## src/rtl/seq_game_ctrl.sv

```systemverilog
// Sequence-memory game controller: grows a random colour sequence one step
// per round, plays it back on the LED/tone driver, then checks the player's
// button presses against it. It supports classic, reverse-recall and
// speed-up play modes. The phase timer is built in.
module seq_game_ctrl #(
  parameter int NUM_COLORS     = 4,
  parameter int COLOR_W        = 2,
  parameter int DEPTH          = 32,
  parameter int SCORE_W        = 6,
  parameter int TMR_W          = 21,
  parameter int SHOW_TICKS     = 1000000,
  parameter int GAP_TICKS      = 200000,
  parameter int INPUT_TICKS    = 2000000,
  parameter int SPEED_STEP     = 50000,
  parameter int MIN_SHOW_TICKS = 250000
) (
  input  logic               clk,
  input  logic               rst_n,
  input  logic [COLOR_W-1:0] in,
  input  logic               in_valid,
  input  logic [COLOR_W-1:0] rand_color,
  input  logic [1:0]         mode,
  input  logic               start_game,
  output logic [COLOR_W-1:0] out,
  output logic               out_ena,
  output logic [SCORE_W-1:0] score,
  output logic [SCORE_W-1:0] high_score,
  output logic               busy,
  output logic               win,
  output logic               lose,
  output logic               hs
);

  // The sequence store is sized to the full range of the score-width
  // counters. This lets len/i index it directly without truncation.
  localparam int STACK_N = 2 ** SCORE_W;

  // The timer is loaded with N-1. A phase then lasts exactly N cycles,
  // because expiry is detected on the cycle where the count reads zero.
  localparam logic [TMR_W-1:0]   TMR_ONE   = TMR_W'(1);
  localparam logic [TMR_W-1:0]   SHOW_INIT = TMR_W'(SHOW_TICKS);
  localparam logic [TMR_W-1:0]   GAP_LD    = TMR_W'(GAP_TICKS - 1);
  localparam logic [TMR_W-1:0]   INPUT_LD  = TMR_W'(INPUT_TICKS - 1);
  localparam logic [SCORE_W-1:0] ONE_S     = SCORE_W'(1);
  localparam logic [SCORE_W-1:0] ZERO_S    = '0;
  localparam logic [SCORE_W-1:0] DEPTH_S   = SCORE_W'(DEPTH);

  typedef enum logic [2:0] {
    S_IDLE, S_START, S_ADD, S_SHOW, S_GAP, S_INPUT, S_HOLD, S_END
  } state_t;

  state_t state, state_nx;
  logic [1:0]         mode_r, mode_r_nx;
  logic [SCORE_W-1:0] score_r, score_nx;
  logic [SCORE_W-1:0] high_r, high_nx;
  logic [SCORE_W-1:0] len, len_nx;
  logic [SCORE_W-1:0] idx, idx_nx;
  logic [TMR_W-1:0]   show_r, show_nx;
  logic [TMR_W-1:0]   timer, timer_nx;
  logic               good, good_nx;
  logic [COLOR_W-1:0] out_r, out_nx;
  logic               ena_r, ena_nx;
  logic               win_r, win_nx;
  logic               lose_r, lose_nx;
  logic               hs_r, hs_nx;
  logic               push;

  logic [COLOR_W-1:0] stack [STACK_N];

  logic [31:0]        rand_full;
  logic [COLOR_W-1:0] reduced;
  logic [31:0]        dec;
  logic [TMR_W-1:0]   speed_show;
  logic [TMR_W-1:0]   show_sel;
  logic [SCORE_W-1:0] last;
  logic [SCORE_W-1:0] next_idx;
  logic [SCORE_W-1:0] rev_idx;
  logic [SCORE_W-1:0] score_inc;
  logic [COLOR_W-1:0] expected;
  logic               timer_run;

  assign rand_full = 32'(rand_color);
  assign reduced   = COLOR_W'(rand_full % 32'(NUM_COLORS));
  assign last      = len - ONE_S;
  assign next_idx  = idx + ONE_S;
  assign rev_idx   = last - idx;
  assign score_inc = score_r + ONE_S;
  assign expected  = (mode_r == 2'd1) ? stack[rev_idx] : stack[idx];
  assign show_sel  = (mode_r == 2'd2) ? speed_show : show_r;
  assign timer_run = (state == S_SHOW) || (state == S_GAP) || (state == S_INPUT);

  // Speed-up show time shrinks by one step per completed round.
  // It saturates at the floor rather than wrapping below zero.
  always_comb begin
    dec = 32'(score_r) * 32'(SPEED_STEP);
    if ((32'(SHOW_TICKS) > dec) && ((32'(SHOW_TICKS) - dec) > 32'(MIN_SHOW_TICKS)))
      speed_show = TMR_W'(32'(SHOW_TICKS) - dec);
    else
      speed_show = TMR_W'(MIN_SHOW_TICKS);
  end

  // The sequence store is never cleared. Entries are always written before
  // they are read within a game.
  always_ff @(posedge clk) begin
    if (push)
      stack[len] <= reduced;
  end

  // State and datapath registers; reset returns to an idle, dark display.
  always_ff @(posedge clk or negedge rst_n) begin
    if (!rst_n) begin
      state   <= S_IDLE;
      mode_r  <= 2'd0;
      score_r <= '0;
      high_r  <= '0;
      len     <= '0;
      idx     <= '0;
      show_r  <= SHOW_INIT;
      timer   <= '0;
      good    <= 1'b0;
      out_r   <= '0;
      ena_r   <= 1'b0;
      win_r   <= 1'b0;
      lose_r  <= 1'b0;
      hs_r    <= 1'b0;
    end else begin
      state   <= state_nx;
      mode_r  <= mode_r_nx;
      score_r <= score_nx;
      high_r  <= high_nx;
      len     <= len_nx;
      idx     <= idx_nx;
      show_r  <= show_nx;
      timer   <= timer_nx;
      good    <= good_nx;
      out_r   <= out_nx;
      ena_r   <= ena_nx;
      win_r   <= win_nx;
      lose_r  <= lose_nx;
      hs_r    <= hs_nx;
    end
  end

  // Next-state and phase-entry actions. Display and timer loads are done on
  // the transition, so each phase starts with its outputs already valid.
  always_comb begin
    state_nx  = state;
    mode_r_nx = mode_r;
    score_nx  = score_r;
    high_nx   = high_r;
    len_nx    = len;
    idx_nx    = idx;
    show_nx   = show_r;
    good_nx   = good;
    out_nx    = out_r;
    ena_nx    = ena_r;
    win_nx    = 1'b0;
    lose_nx   = 1'b0;
    hs_nx     = 1'b0;
    push      = 1'b0;
    timer_nx  = (timer_run && (timer != '0)) ? (timer - TMR_ONE) : timer;

    case (state)
      S_IDLE: begin
        if (start_game)
          state_nx = S_START;
      end

      S_START: begin
        if (!start_game) begin
          mode_r_nx = mode;
          score_nx  = '0;
          len_nx    = '0;
          show_nx   = SHOW_INIT;
          state_nx  = S_ADD;
        end
      end

      S_ADD: begin
        push     = 1'b1;
        len_nx   = len + ONE_S;
        idx_nx   = '0;
        show_nx  = show_sel;
        out_nx   = (len == ZERO_S) ? reduced : stack[ZERO_S];
        ena_nx   = 1'b1;
        timer_nx = show_sel - TMR_ONE;
        state_nx = S_SHOW;
      end

      S_SHOW: begin
        if (timer == '0) begin
          ena_nx   = 1'b0;
          timer_nx = GAP_LD;
          state_nx = S_GAP;
        end
      end

      S_GAP: begin
        if (timer == '0) begin
          if (idx == last) begin
            idx_nx   = '0;
            timer_nx = INPUT_LD;
            state_nx = S_INPUT;
          end else begin
            idx_nx   = next_idx;
            out_nx   = stack[next_idx];
            ena_nx   = 1'b1;
            timer_nx = show_r - TMR_ONE;
            state_nx = S_SHOW;
          end
        end
      end

      S_INPUT: begin
        if (timer == '0) begin
          lose_nx  = 1'b1;
          state_nx = S_END;
        end else if (in_valid) begin
          good_nx  = (in == expected);
          out_nx   = in;
          ena_nx   = 1'b1;
          state_nx = S_HOLD;
        end
      end

      S_HOLD: begin
        if (!in_valid) begin
          ena_nx = 1'b0;
          if (!good) begin
            lose_nx  = 1'b1;
            state_nx = S_END;
          end else if (idx == last) begin
            score_nx = score_inc;
            if (score_inc == DEPTH_S) begin
              win_nx   = 1'b1;
              state_nx = S_END;
            end else begin
              state_nx = S_ADD;
            end
          end else begin
            idx_nx   = next_idx;
            timer_nx = INPUT_LD;
            state_nx = S_INPUT;
          end
        end
      end

      S_END: begin
        if (score_r > high_r) begin
          high_nx = score_r;
          hs_nx   = 1'b1;
        end
        state_nx = S_IDLE;
      end

      default: state_nx = S_IDLE;
    endcase
  end

  assign out        = out_r;
  assign out_ena    = ena_r;
  assign score      = score_r;
  assign high_score = high_r;
  assign busy       = (state != S_IDLE);
  assign win        = win_r;
  assign lose       = lose_r;
  assign hs         = hs_r;

endmodule

```

## config.mk

```make
export PLATFORM = sky130hd
export DESIGN_NAME = seq_game_ctrl
export DESIGN_NICKNAME = d
export VERILOG_FILES = /design/src/rtl/seq_game_ctrl.sv
export SDC_FILE = /design/constraint.sdc
export NUM_CORES = 1
export LEC_CHECK = 0
export ABC_AREA = 1
export BUFFER_PORTS_ARGS = -buffer_cell sky130_fd_sc_hd__buf_2
export CAP_MARGIN = 5
export CELL_PAD_IN_SITES_DETAIL_PLACEMENT = 1
export CELL_PAD_IN_SITES_GLOBAL_PLACEMENT = 1
export CORE_MARGIN = 5
export CORE_UTILIZATION = 49
export CTS_BUF_LIST = sky130_fd_sc_hd__clkbuf_8
export CTS_CLUSTER_DIAMETER = 200
export DETAILED_ROUTE_END_ITERATION = 16
export PLACE_DENSITY_LB_ADDON = 0.12
export REMOVE_ABC_BUFFERS = 1
export SYNTH_ARGS = -nofsm -noshare
export SYNTH_HDL_FRONTEND = slang
export SYNTH_SLANG_ARGS = --single-unit
```

## constraint.sdc

```tcl
create_clock -name clk -period 6 [get_ports clk]
set_clock_uncertainty 0.1 [all_clocks]
set_input_delay 0.3 -clock clk [delete_from_list [all_inputs] [get_ports clk]]
set_output_delay 0.3 -clock clk [all_outputs]
set_load 0.01 [all_outputs]
```

==> out/metrics.cfg <==
[floorplan]
num_io_pins = 29
dieWidth_um = 189
core_area_mm2 = 0.0316
initial_core_util_pct = 49.7
rows = 65
die_area_mm2 = 0.0357
die_height_um = 189

[power_and_ir_drop]
finalPower_mw = 8.86
power_switching_mw = 4.74
power_density_mw_per_mm2 = 520
p_comb_share_pct = 60.6
leakage_nw = 7.38
irDropWorstVdd_v = 0.000386
swShare_pct = 53.5
internal-power_mw = 4.12
clock_power_share_pct = 16.9
p_seq_share_pct = 22.5

[flow_run]
cap_violations = 0

[logic_synthesis]
synth-edff-count = 128
ys_top_cells_by_area = edfxtp_1 (24%), dfrtp_1 (11%), nand2_1 (9.3%), o21ai_0 (6.5%), inv_1 (6.3%)
yosys.area.top_type = edfxtp_1
ys.warnings.count = 0
yosys-top-cells-count = nand2_1 (388), inv_1 (262), nor2_1 (262), o21ai_0 (204), nand3_1 (154)
synth.distinct_cells = 60
syn_inst = 2131
async_flop_share_pct = 37.9
ys.flop_type = edfxtp_1
netlist_area_mm2 = 0.0157
synth.most_common_cell = nand2_1
yosys.area.top_type_share_pct = 24.5
synth_seq_area_share_pct = 36.9
synth-seq-cells = 206
avgSynthCellArea_um2 = 7.37

[finish]
area_delta_synth_final_pct = 8.48
fin_nets = 2212
utilization_pct = 53.9
diodes = 0
multi_input_area_mm2 = 0.00850
num-fill-cells = 4028
ff_latch_area_mm2 = 0.00581
fin_area_mm2 = 0.0170
drive_gt1_share_pct = 9.59

[critical_path]
worstPathMaxFanout = 14
critPathRequiredTime_ns = 6.28
cp_data_arrival_time_ns = 5.65
critical_path.slowest_cell = fa_1
cpMostUsedCell = nand2_1
crit_path_end_kind = register
worst_path_largest_cell_delay_ns = 0.57
cp-start-kind = register
criticalPathCategory = reg -> reg

[timing]
hold_ws_ns = 0.0402
finalHoldViolCount = 0
setup_viol = 0
tightest_slew_ns = 1.23
maxSlewHeadroom_pct = 17.3
rsz0062_at_grt = false
fmaxAchievable_ghz = 0.186
period_minus_slack_ns = 5.37
timing.final.ws_setup_ns = 0.631
fin_crit_sh_pct = 89.5
drv_slew = 0

[clocking]
cts_buffers = 40
htreeDepth = 2
post_cts_resized = 0
cts-root-buf = clkbuf_8
cts_tree = yes
clk_latency_ns = 0.58
clk_pin_slew_worst_paths_ns = 0.06
clock_path_buffers = 3
cts_sinks = 206
cts_setup_buffers = 0
cts_hold_buffers = 4

[placement]
place_area_mm2 = 0.0162
dpl.hpwl_mm = 41.1
gp_congestion = 0.976
pre_cts_slack_ns = 0.671
io_buffers = 28

[detailed_routing]
drc = 0
met3_length_mm = 3.35
routed-wl-met2_mm = 27.8
firstDrtPassIters = 6
viasPerCell = 6.16
wl_per_cell_um = 22.5
drt_iter0_drc = 1346
routed_wl_mm = 57.9
top_layer = met4
antenna_left = 0
wl_met1_mm = 23.5
vias = 15900

[worst_hold_path]
hold_class = in -> reg

[grt]
grt_pass1_vias = 16700
gr-total-overflow = 0
grt_max_degree = 97
track_usage_pct = 32.0
antenna_found_initial = 0
grt_pass1_wl_mm = 91.7

[outcome]
status = completed

==> layer usage <==
layer	GRT usage, %	vias up
met3	4.87	200
met4	16.5	0
met5	0	-
li1	-	7290
met1	38.8	7749
met2	55.2	611
==> cell type report <==
class,instances,share of cell area [%]
Clock buffer,49,3.96
Inverter,279,6.14
Multi-Input combinational cell,1559,49.9
Tap cell,402,2.95
Timing Repair Buffer,52,2.03
Clock inverter,25,0.969
Sequential cell,206,34.1
==> cells in the final DEF, fill, tap and decap left out, drive strengths merged, types with 19 or more instances in the layout <==
cell,n
buf,48
clkinv,21
xor2,40
o211ai,55
o22ai,28
dfrtp,71
clkbuf,49
inv,279
a21oi,130
edfxtp,128
o21ai,207
nor2,284
ha,59
a221oi,30
nand4,22
nand2,419
nand3,167
nor3,19
==> per-stage QoR <==
step / TNS (ns) / std cells
3_3_place_gp: 0 / 2494
2_1_floorplan: -17.97 / 2044
5_1_grt: 0 / 2572
4_1_cts: 0 / 2572
6_report: 0 / 2572
3_5_place_dp: 0 / 2494
==> registers in the layout, summed over array words and instances, names as in the netlist <==
register and count:
good 1, high_score 6, hs 1, idx 6
len 6, lose 1, mode_r 2, out 2
out_ena 1, score 6, show_r 21, stack 128
state 3, timer 21, win 1
==> worst paths after layout <==
path | slack, ns | from | endpoint | depth (start not counted)
worst max-delay path | 0.63 | score[0] | timer[12] | 28
worst min-delay path | 0.04 | in[1] | good | 4
worst max register to register | 0.63 | score[0] | timer[12] | 28
worst min register to register | 0.42 | out[0] | out[0] | 2
max in group asynchronous | 4.53 | rst_n | idx[0] | 3
min in group asynchronous | 0.07 | rst_n | idx[3] | 2
==> worst max-delay path, delay by kind of cell (launching register included) <==
kind	cells	cell delay, ns
AOI/OAI and AO/OA	1	0.05
adders and majority gates	4	1.72
buffers and inverters	3	0.28
DFF	1	0.54
and+or+nand+nor	20	2.49
==> kinds of logic (layout without fill, tap and decap cells) <==
logic type	after synthesis	after routing	synth area share [%]
simple gates	931	931	26.2
xor+xnor	56	56	3.12
compound gates	508	508	19.3
fa+ha+maj	64	64	5.34
flops	206	206	36.9
buf+inv	366	405	9.09
==> power groups by stage <==
| stage | clock network [mW] | logic, mW | registers, mW |
|---|---|---|---|
| 5_1_grt | 1.60 | 5.82 | 2.01 |
| 2_1_floorplan | 0 | 3.42 | 1.97 |
| 3_5_place_dp | 0 | 5.23 | 2.00 |
| 3_3_place_gp | 0 | 5.05 | 1.99 |
| 6_report | 1.50 | 5.37 | 1.99 |
| 4_1_cts | 1.52 | 5.28 | 1.98 |
Power figures use the tool's default switching activity.
